$ cat config.mk
export PLATFORM = sky130hd
export DESIGN_NAME = row_stream_seq
export DESIGN_NICKNAME = d
export VERILOG_FILES = /design/src/rtl/row_stream_seq.sv
export SDC_FILE = /design/constraint.sdc
export NUM_CORES = 1
export LEC_CHECK = 0
export BUFFER_PORTS_ARGS = -buffer_cell sky130_fd_sc_hd__buf_4
export CAP_MARGIN = 20
export CORE_UTILIZATION = 25
export DETAILED_ROUTE_END_ITERATION = 8
export PLACE_DENSITY_LB_ADDON = 0.25
export SYNTH_ARGS = -nofsm -noshare
export SYNTH_HDL_FRONTEND = slang
export SYNTH_SLANG_ARGS = --single-unit
$ cat constraint.sdc
create_clock -name clk -period 7.9 [get_ports clk]
set_input_delay 1.58 -clock clk [delete_from_list [all_inputs] [get_ports clk]]
set_output_delay 1.58 -clock clk [all_outputs]
set_load 0.02 [all_outputs]
$ cat src/rtl/row_stream_seq.sv
// Row sequencer around the external 40-bit row subtractor: latches two matrices, issues one row pair per cycle,
// captures results after OP_LATENCY cycles. Optional per-row overflow mask output under `ROW_OVF_MASK_EN.
module row_stream_seq #(
  parameter int ROWS       = 5,
  parameter int ROW_W      = 40,
  parameter int OP_LATENCY = 1
) (
  input  logic                  clk,
  input  logic                  rst,
  input  logic                  start,
  input  logic [ROWS*ROW_W-1:0] mat_a,
  input  logic [ROWS*ROW_W-1:0] mat_b,
  output logic [ROW_W-1:0]      op_row_a,
  output logic [ROW_W-1:0]      op_row_b,
  input  logic [ROW_W-1:0]      op_res,
  input  logic                  op_ovf,
`ifdef ROW_OVF_MASK_EN
  output logic [ROWS-1:0]       ovf_rows,
`endif
  output logic                  busy,
  output logic                  done,
  output logic [2:0]            row_idx,
  output logic [ROWS*ROW_W-1:0] mat_res,
  output logic                  ovf
);

  localparam logic [1:0] S_IDLE  = 2'd0;
  localparam logic [1:0] S_ISSUE = 2'd1;
  localparam logic [1:0] S_DRAIN = 2'd2;
  localparam logic [1:0] S_DONE  = 2'd3;

  logic [1:0]       state;
  logic [ROW_W-1:0] a_rows   [ROWS];
  logic [ROW_W-1:0] b_rows   [ROWS];
  logic [ROW_W-1:0] res_rows [ROWS];
  logic             pipe_v   [OP_LATENCY];
  logic [2:0]       pipe_i   [OP_LATENCY];
  logic             pending;
  logic             capture;
  logic [2:0]       cap_idx;

  assign capture = pipe_v[OP_LATENCY-1];
  assign cap_idx = pipe_i[OP_LATENCY-1];

  // Entries ahead of the tail; once these are empty the tail holds the final capture.
  always_comb begin
    pending = 1'b0;
    for (int unsigned i = 0; i + 1 < OP_LATENCY; i++) pending = pending | pipe_v[i];
  end

  always_ff @(posedge clk) begin
    if (!rst) begin
      state   <= S_IDLE;
      row_idx <= '0;
      ovf     <= 1'b0;
`ifdef ROW_OVF_MASK_EN
      ovf_rows <= '0;
`endif
      for (int unsigned i = 0; i < ROWS; i++) begin
        res_rows[i] <= '0;
        a_rows[i]   <= '0;
        b_rows[i]   <= '0;
      end
      for (int unsigned i = 0; i < OP_LATENCY; i++) begin
        pipe_v[i] <= 1'b0;
        pipe_i[i] <= '0;
      end
    end else begin
      pipe_v[0] <= (state == S_ISSUE);
      pipe_i[0] <= row_idx;
      for (int unsigned i = 1; i < OP_LATENCY; i++) begin
        pipe_v[i] <= pipe_v[i-1];
        pipe_i[i] <= pipe_i[i-1];
      end

      if (capture) begin
        res_rows[cap_idx] <= op_res;
        ovf               <= ovf | op_ovf;
`ifdef ROW_OVF_MASK_EN
        ovf_rows[cap_idx] <= op_ovf;
`endif
      end

      case (state)
        S_IDLE: begin
          row_idx <= '0;
          if (start) begin
            for (int unsigned i = 0; i < ROWS; i++) begin
              a_rows[i]   <= mat_a[ROW_W*(ROWS-i)-1 -: ROW_W];
              b_rows[i]   <= mat_b[ROW_W*(ROWS-i)-1 -: ROW_W];
              res_rows[i] <= '0;
            end
            ovf <= 1'b0;
`ifdef ROW_OVF_MASK_EN
            ovf_rows <= '0;
`endif
            state <= S_ISSUE;
          end
        end
        S_ISSUE: begin
          if (row_idx == 3'(ROWS-1)) begin
            row_idx <= '0;
            state   <= S_DRAIN;
          end else begin
            row_idx <= row_idx + 3'd1;
          end
        end
        S_DRAIN: if (!pending) state <= S_DONE;
        default: state <= S_IDLE;
      endcase
    end
  end

  assign busy     = (state == S_ISSUE) || (state == S_DRAIN);
  assign done     = (state == S_DONE);
  assign op_row_a = (state == S_ISSUE) ? a_rows[row_idx] : '0;
  assign op_row_b = (state == S_ISSUE) ? b_rows[row_idx] : '0;

  always_comb begin
    mat_res = '0;
    for (int unsigned i = 0; i < ROWS; i++) mat_res[ROW_W*(ROWS-i)-1 -: ROW_W] = res_rows[i];
  end

endmodule

**Word level (Yosys, flattened, before mapping)**

Memory sizes are Yosys's and may differ from the RTL's. A register that Yosys moved wholly into a read port is not among the register bits.
Index checks and enable logic that the tools add are counted.

- Memories: 5
- Bits of input ports: 444
- Register bits after elaboration: 6
- RAM bits: 604

Memory list:

| memory | depth | bits a word | read ports | clocked after memory_dff | write ports | line | source |
|---|---|---|---|---|---|---|---|
| a_rows | 5 | 40 | 1 | 1 | 5 | 33 | `logic [ROW_W-1:0] a_rows [ROWS];` |
| b_rows | 5 | 40 | 1 | 1 | 5 | 34 | `logic [ROW_W-1:0] b_rows [ROWS];` |
| res_rows | 5 | 40 | 5 | 0 | 6 | 35 | `logic [ROW_W-1:0] res_rows [ROWS];` |
| pipe_i | 1 | 3 | 1 | 0 | 1 | 37 | `logic [2:0] pipe_i [OP_LATENCY];` |
| pipe_v | 1 | 1 | 1 | 0 | 1 | 36 | `logic pipe_v [OP_LATENCY];` |

- Equal/unequal tests: 11
- Reductions and logical operators: 6
- Mux-type cells: 42
- Bitwise gates (word level): 31
- $add $sub $neg: 1

Operators with widths:

| kind | count |
|---|---|
| $mux W40 | 17 |
| $eq A3 B3 Y1 const B | 6 |
| $mux W3 | 6 |
| $or A1 B1 Y1 | 16 |
| $mux W1 | 15 |
| $and A1 B1 Y1 | 10 |
| $pmux W2 S3 | 1 |
| $pmux W3 S2 | 1 |
| $not A1 Y1 | 5 |
| $eq A2 B2 Y1 const B | 2 |
| $mux W2 | 2 |
| $ne A2 B2 Y1 const B | 2 |
| $add A3 B1 Y3 const B | 1 |
| $reduce_or A3 Y1 | 1 |
| $eq A2 B1 Y1 const B | 1 |
| $logic_not A2 Y1 | 1 |
| $reduce_and A2 Y1 | 1 |
| $reduce_bool A2 Y1 | 1 |
| $logic_or A1 B1 Y1 | 1 |
| $reduce_or A1 Y1 | 1 |

**Logic depth before layout (Yosys ltp)**

- Depth after elaboration: 11
- Gate-level depth with buffers: 9
- Gate-level depth less buffers: 6

**Worst setup path after synthesis**

Ideal clock, no wire load.

- Path kind: input port to flip-flop
- From: input port rst
- To: memory res_rows[4][0], data pin
- Slack: 0.672 ns
- Arrival: 6.973 ns
- Buffers on the path: 1
- Stages on the path: 6
- Path through: inv_2 a21oi_2 inv_2 nor2_1 clkbuf_2 and2_1

RTL lines:

| what | line | source |
|---|---|---|
| start: declaration | 9 | `input logic rst,` |
| end: declaration | 35 |  |

==> summary.md <==
| Metric | Value |
|---|---|
| Hold crit path type | `reg2reg` |
| Commonest cells in the netlist | `600 x edfxtp_1, 451 x and2_1, 161 x mux2i_1` |
| CTS tree | `built` |
| CP Capture Type | `output pin` |
| DR vias | `16600` |
| CTS resizes | `0` |
| Routability congestion estimate | `0.854` |
| Net Sw Power | `3.03 mW` |
| Antenna violations before repair | `22` |
| WP buf/inv | `2` |
| CP cell instances | `buf_12, mux2i_1, o221ai_1, buf_4` |
| CP max FO | `72` |
| CP required | `6320 ps` |
| Delay-heaviest family, CP | `flip-flops` |
| Yosys top cell by area | `edfxtp_1` |
| Post-synth ARST share | `0%` |
| Setup TNS | `0 ps` |
| Yosys reg bits | `613` |
| WL final | `82300 µm` |
| Pwr dens | `295 nW/µm²` |
| Die W | `322 µm` |
| Clock Skews | `25.2 ps` |
| Initial Util | `25.4%` |
| Synth Area per Inst | `14.9 µm²` |
| Synth warn | `0` |
| Hold Path Origin | `ovf` |
| Internal | `7.25 mW` |
| Worst-path clk slew | `60 ps` |
| Worst-Skew Late Latency | `620 ps` |
| Layout fillers | `9986` |
| Cell Area, Synth | `25600 µm²` |
| Slew Limit Headroom | `26.5%` |
| Clk network pwr share | `31.4%` |
| Register share of total power | `46.5%` |
| IO buf count | `729` |
| Switching fraction of total power | `29.5%` |
| Fmax | `207 MHz` |
| Nets | `2868` |
| Vias/cell | `4.32` |
| Post-DP HPWL | `58000 µm` |
| Postcts setup bufs | `0` |
| Layout cells sized above 1 | `36.2%` |
| ANT nets after route | `0` |
| CTS buffer count | `73` |
| Seq/Total Area, Yosys | `71.4%` |
| Critical Path AT | `3250 ps` |
| Standard-cell rows | `116` |
| Status | `completed` |
| Clk buf depth | `3` |
| Max incr delay on CP | `790 ps` |
| Library cells used by synthesis | `33` |
| Share of total power in combinational logic | `22.0%` |
| Io pins | `730` |
| Launch point of the worst reg-to-reg path | `state[0]` |
| Final Hold Vio Count | `0` |
| Grt ovf | `0` |
| Primary FF master, synth | `edfxtp_1` |
| H-tree depth | `3` |
| DR iter-0 viols | `996` |
| Clock root cell | `clkbuf_16` |
| Drt first pass iters | `5` |
| Post-Syn Instances | `1717` |
| Minimum clock period | `4830 ps` |
| DIE HEIGHT | `322 µm` |
| Cts hold-fix bufs | `0` |
| Post-Syn Nets | `2168` |
| Unrepaired setup endpoints after global routing | `no` |
| Max Slew Vio Count | `0` |
| Die area | `104000 µm²` |
| Vias in the first global route | `17200` |
| Worst hold margin | `470 ps` |
| Yosys top cell area share | `70.4%` |
| Area contributors post-synth | `edfxtp_1 70%, and2_1 11%, mux2i_1 6.3%` |
| Post-route DRC | `0` |
| Critical path class | `reg2out` |
| Final WS setup | `3070 ps` |
| Startpoint types | `flop` |
| Setup WS pre-CTS | `3550 ps` |
| Total Routing Usage GR | `15.4%` |
| Core ar. | `101000 µm²` |
| Post-synth EDFFs | `600` |
| Tcrit/Tclk final | `61.1%` |
| Largest net degree at the start of global routing | `189` |
| P_leak | `14.2 nW` |
| CTS Sinks | `613` |
| P&R area growth vs syn | `36.1%` |
| Max cap viols | `0` |
| Wirelength per Cell | `21.4 µm` |
| # setup viols final | `0` |
| Max rail drop VDD | `210 µV` |
| Slowest cell on crit path | `dfxtp_4` |
| Worst slew pin tran | `1100 ps` |
| Count leader, synth | `edfxtp_1` |
| First-pass GRT wire length | `116000 µm` |
==> power groups by stage <==
stage                     Clock, mW  Sequential (mW)  Combinational (mW)
after CTS                      3.33             4.80                2.31
final                          3.23             4.79                2.27
after global routing           3.43             4.87                2.43
after floorplan                   0             5.13               0.919
after detailed placement          0             4.86                2.31
after global placement            0             4.85                2.29
==> routing by layer <==
metal	GRT usage (%)	part of all wire, %	vias up
met1	17.5	38	8077
met4	6.08	2.7	18
met3	5.37	8.9	139
met5	0	0.14	-
met2	26.4	50	673
li1	-	-	7698
==> final timing paths <==
kind	slack (ps)	depth (start not counted)	endpoint
worst min-delay path	470	2	ovf
worst min register to register	470	2	ovf
worst max-delay path	3070	4	op_row_a[3]
worst max register to register	4600	6	res_rows[4][7]
==> flip-flops by register name (all words and copies together), names as in the netlist, named ones only <==
signal,count
a_rows,200
ovf,1
pipe_i,3
res_rows,200
pipe_v,1
state,2
b_rows,200
row_idx,3
==> cell families (layout without fill, tap and decap cells) <==
| family | Yosys count | after routing | share of synthesized area [%] |
|---|---|---|---|
| AOI/OAI and AO/OA | 94 | 94 | 3.07 |
| adders and majority gates | 7 | 7 | 0.342 |
| buffers and inverters | 130 | 886 | 2.06 |
| DFF | 613 | 613 | 71.4 |
| muxes | 161 | 161 | 6.30 |
| other | 0 | 11 | 0 |
| and+or+nand+nor | 712 | 712 | 16.8 |
==> final cells by class <==
cell class,instances,area (µm²),area share [%]
antenna,11,27.5,0.0790
clock buffer,94,1990,5.72
clock inverter,37,262,0.751
inverter,6,30.0,0.0862
multi-input combinational,974,6870,19.7
sequential,613,18300,52.5
tap,1357,1700,4.88
timing repair buffer,749,5660,16.3
==> layout by cell type (no fill, tap or decap), drive strengths merged <==
cell type and count:
o211ai 1, edfxtp 600, clkinv 28, nor2b 1, o21ai 5, nor3b 2
or4 1, and3b 1, and2 483, or3b 1, mux2i 161, and3 121
nor4 1, nand4bb 1, diode 11, buf 749, nand3 1, dfxtp 13
a21oi 5, clkbuf 94, ha 7, nand2b 3, bufinv 3, o221ai 80
nand3b 2, nand2 82, nor2 12, a21boi 1, clkinvlp 2, inv 10
o31ai 2
==> stage by stage <==
step                area (µm²)  instances  total power [mW]  util [%]
global route             34800       3838              10.7      34.6
CTS                      34800       3830              10.4      34.5
global placement         32500       3699              7.14      32.3
finish                   34800       3841              10.3      34.6
detailed placement       32500       3699              7.17      32.3
floorplan                25600       1717              6.05         -
==> tightest hold or removal path: cells and delay by family (launching register included) <==
| family | cells | cell delay, ps |
|---|---|---|
| compound gates | 1 | 40 |
| simple gates | 1 | 70 |
| flops | 1 | 320 |
No activity file was read; power rests on OpenSTA's default activity.
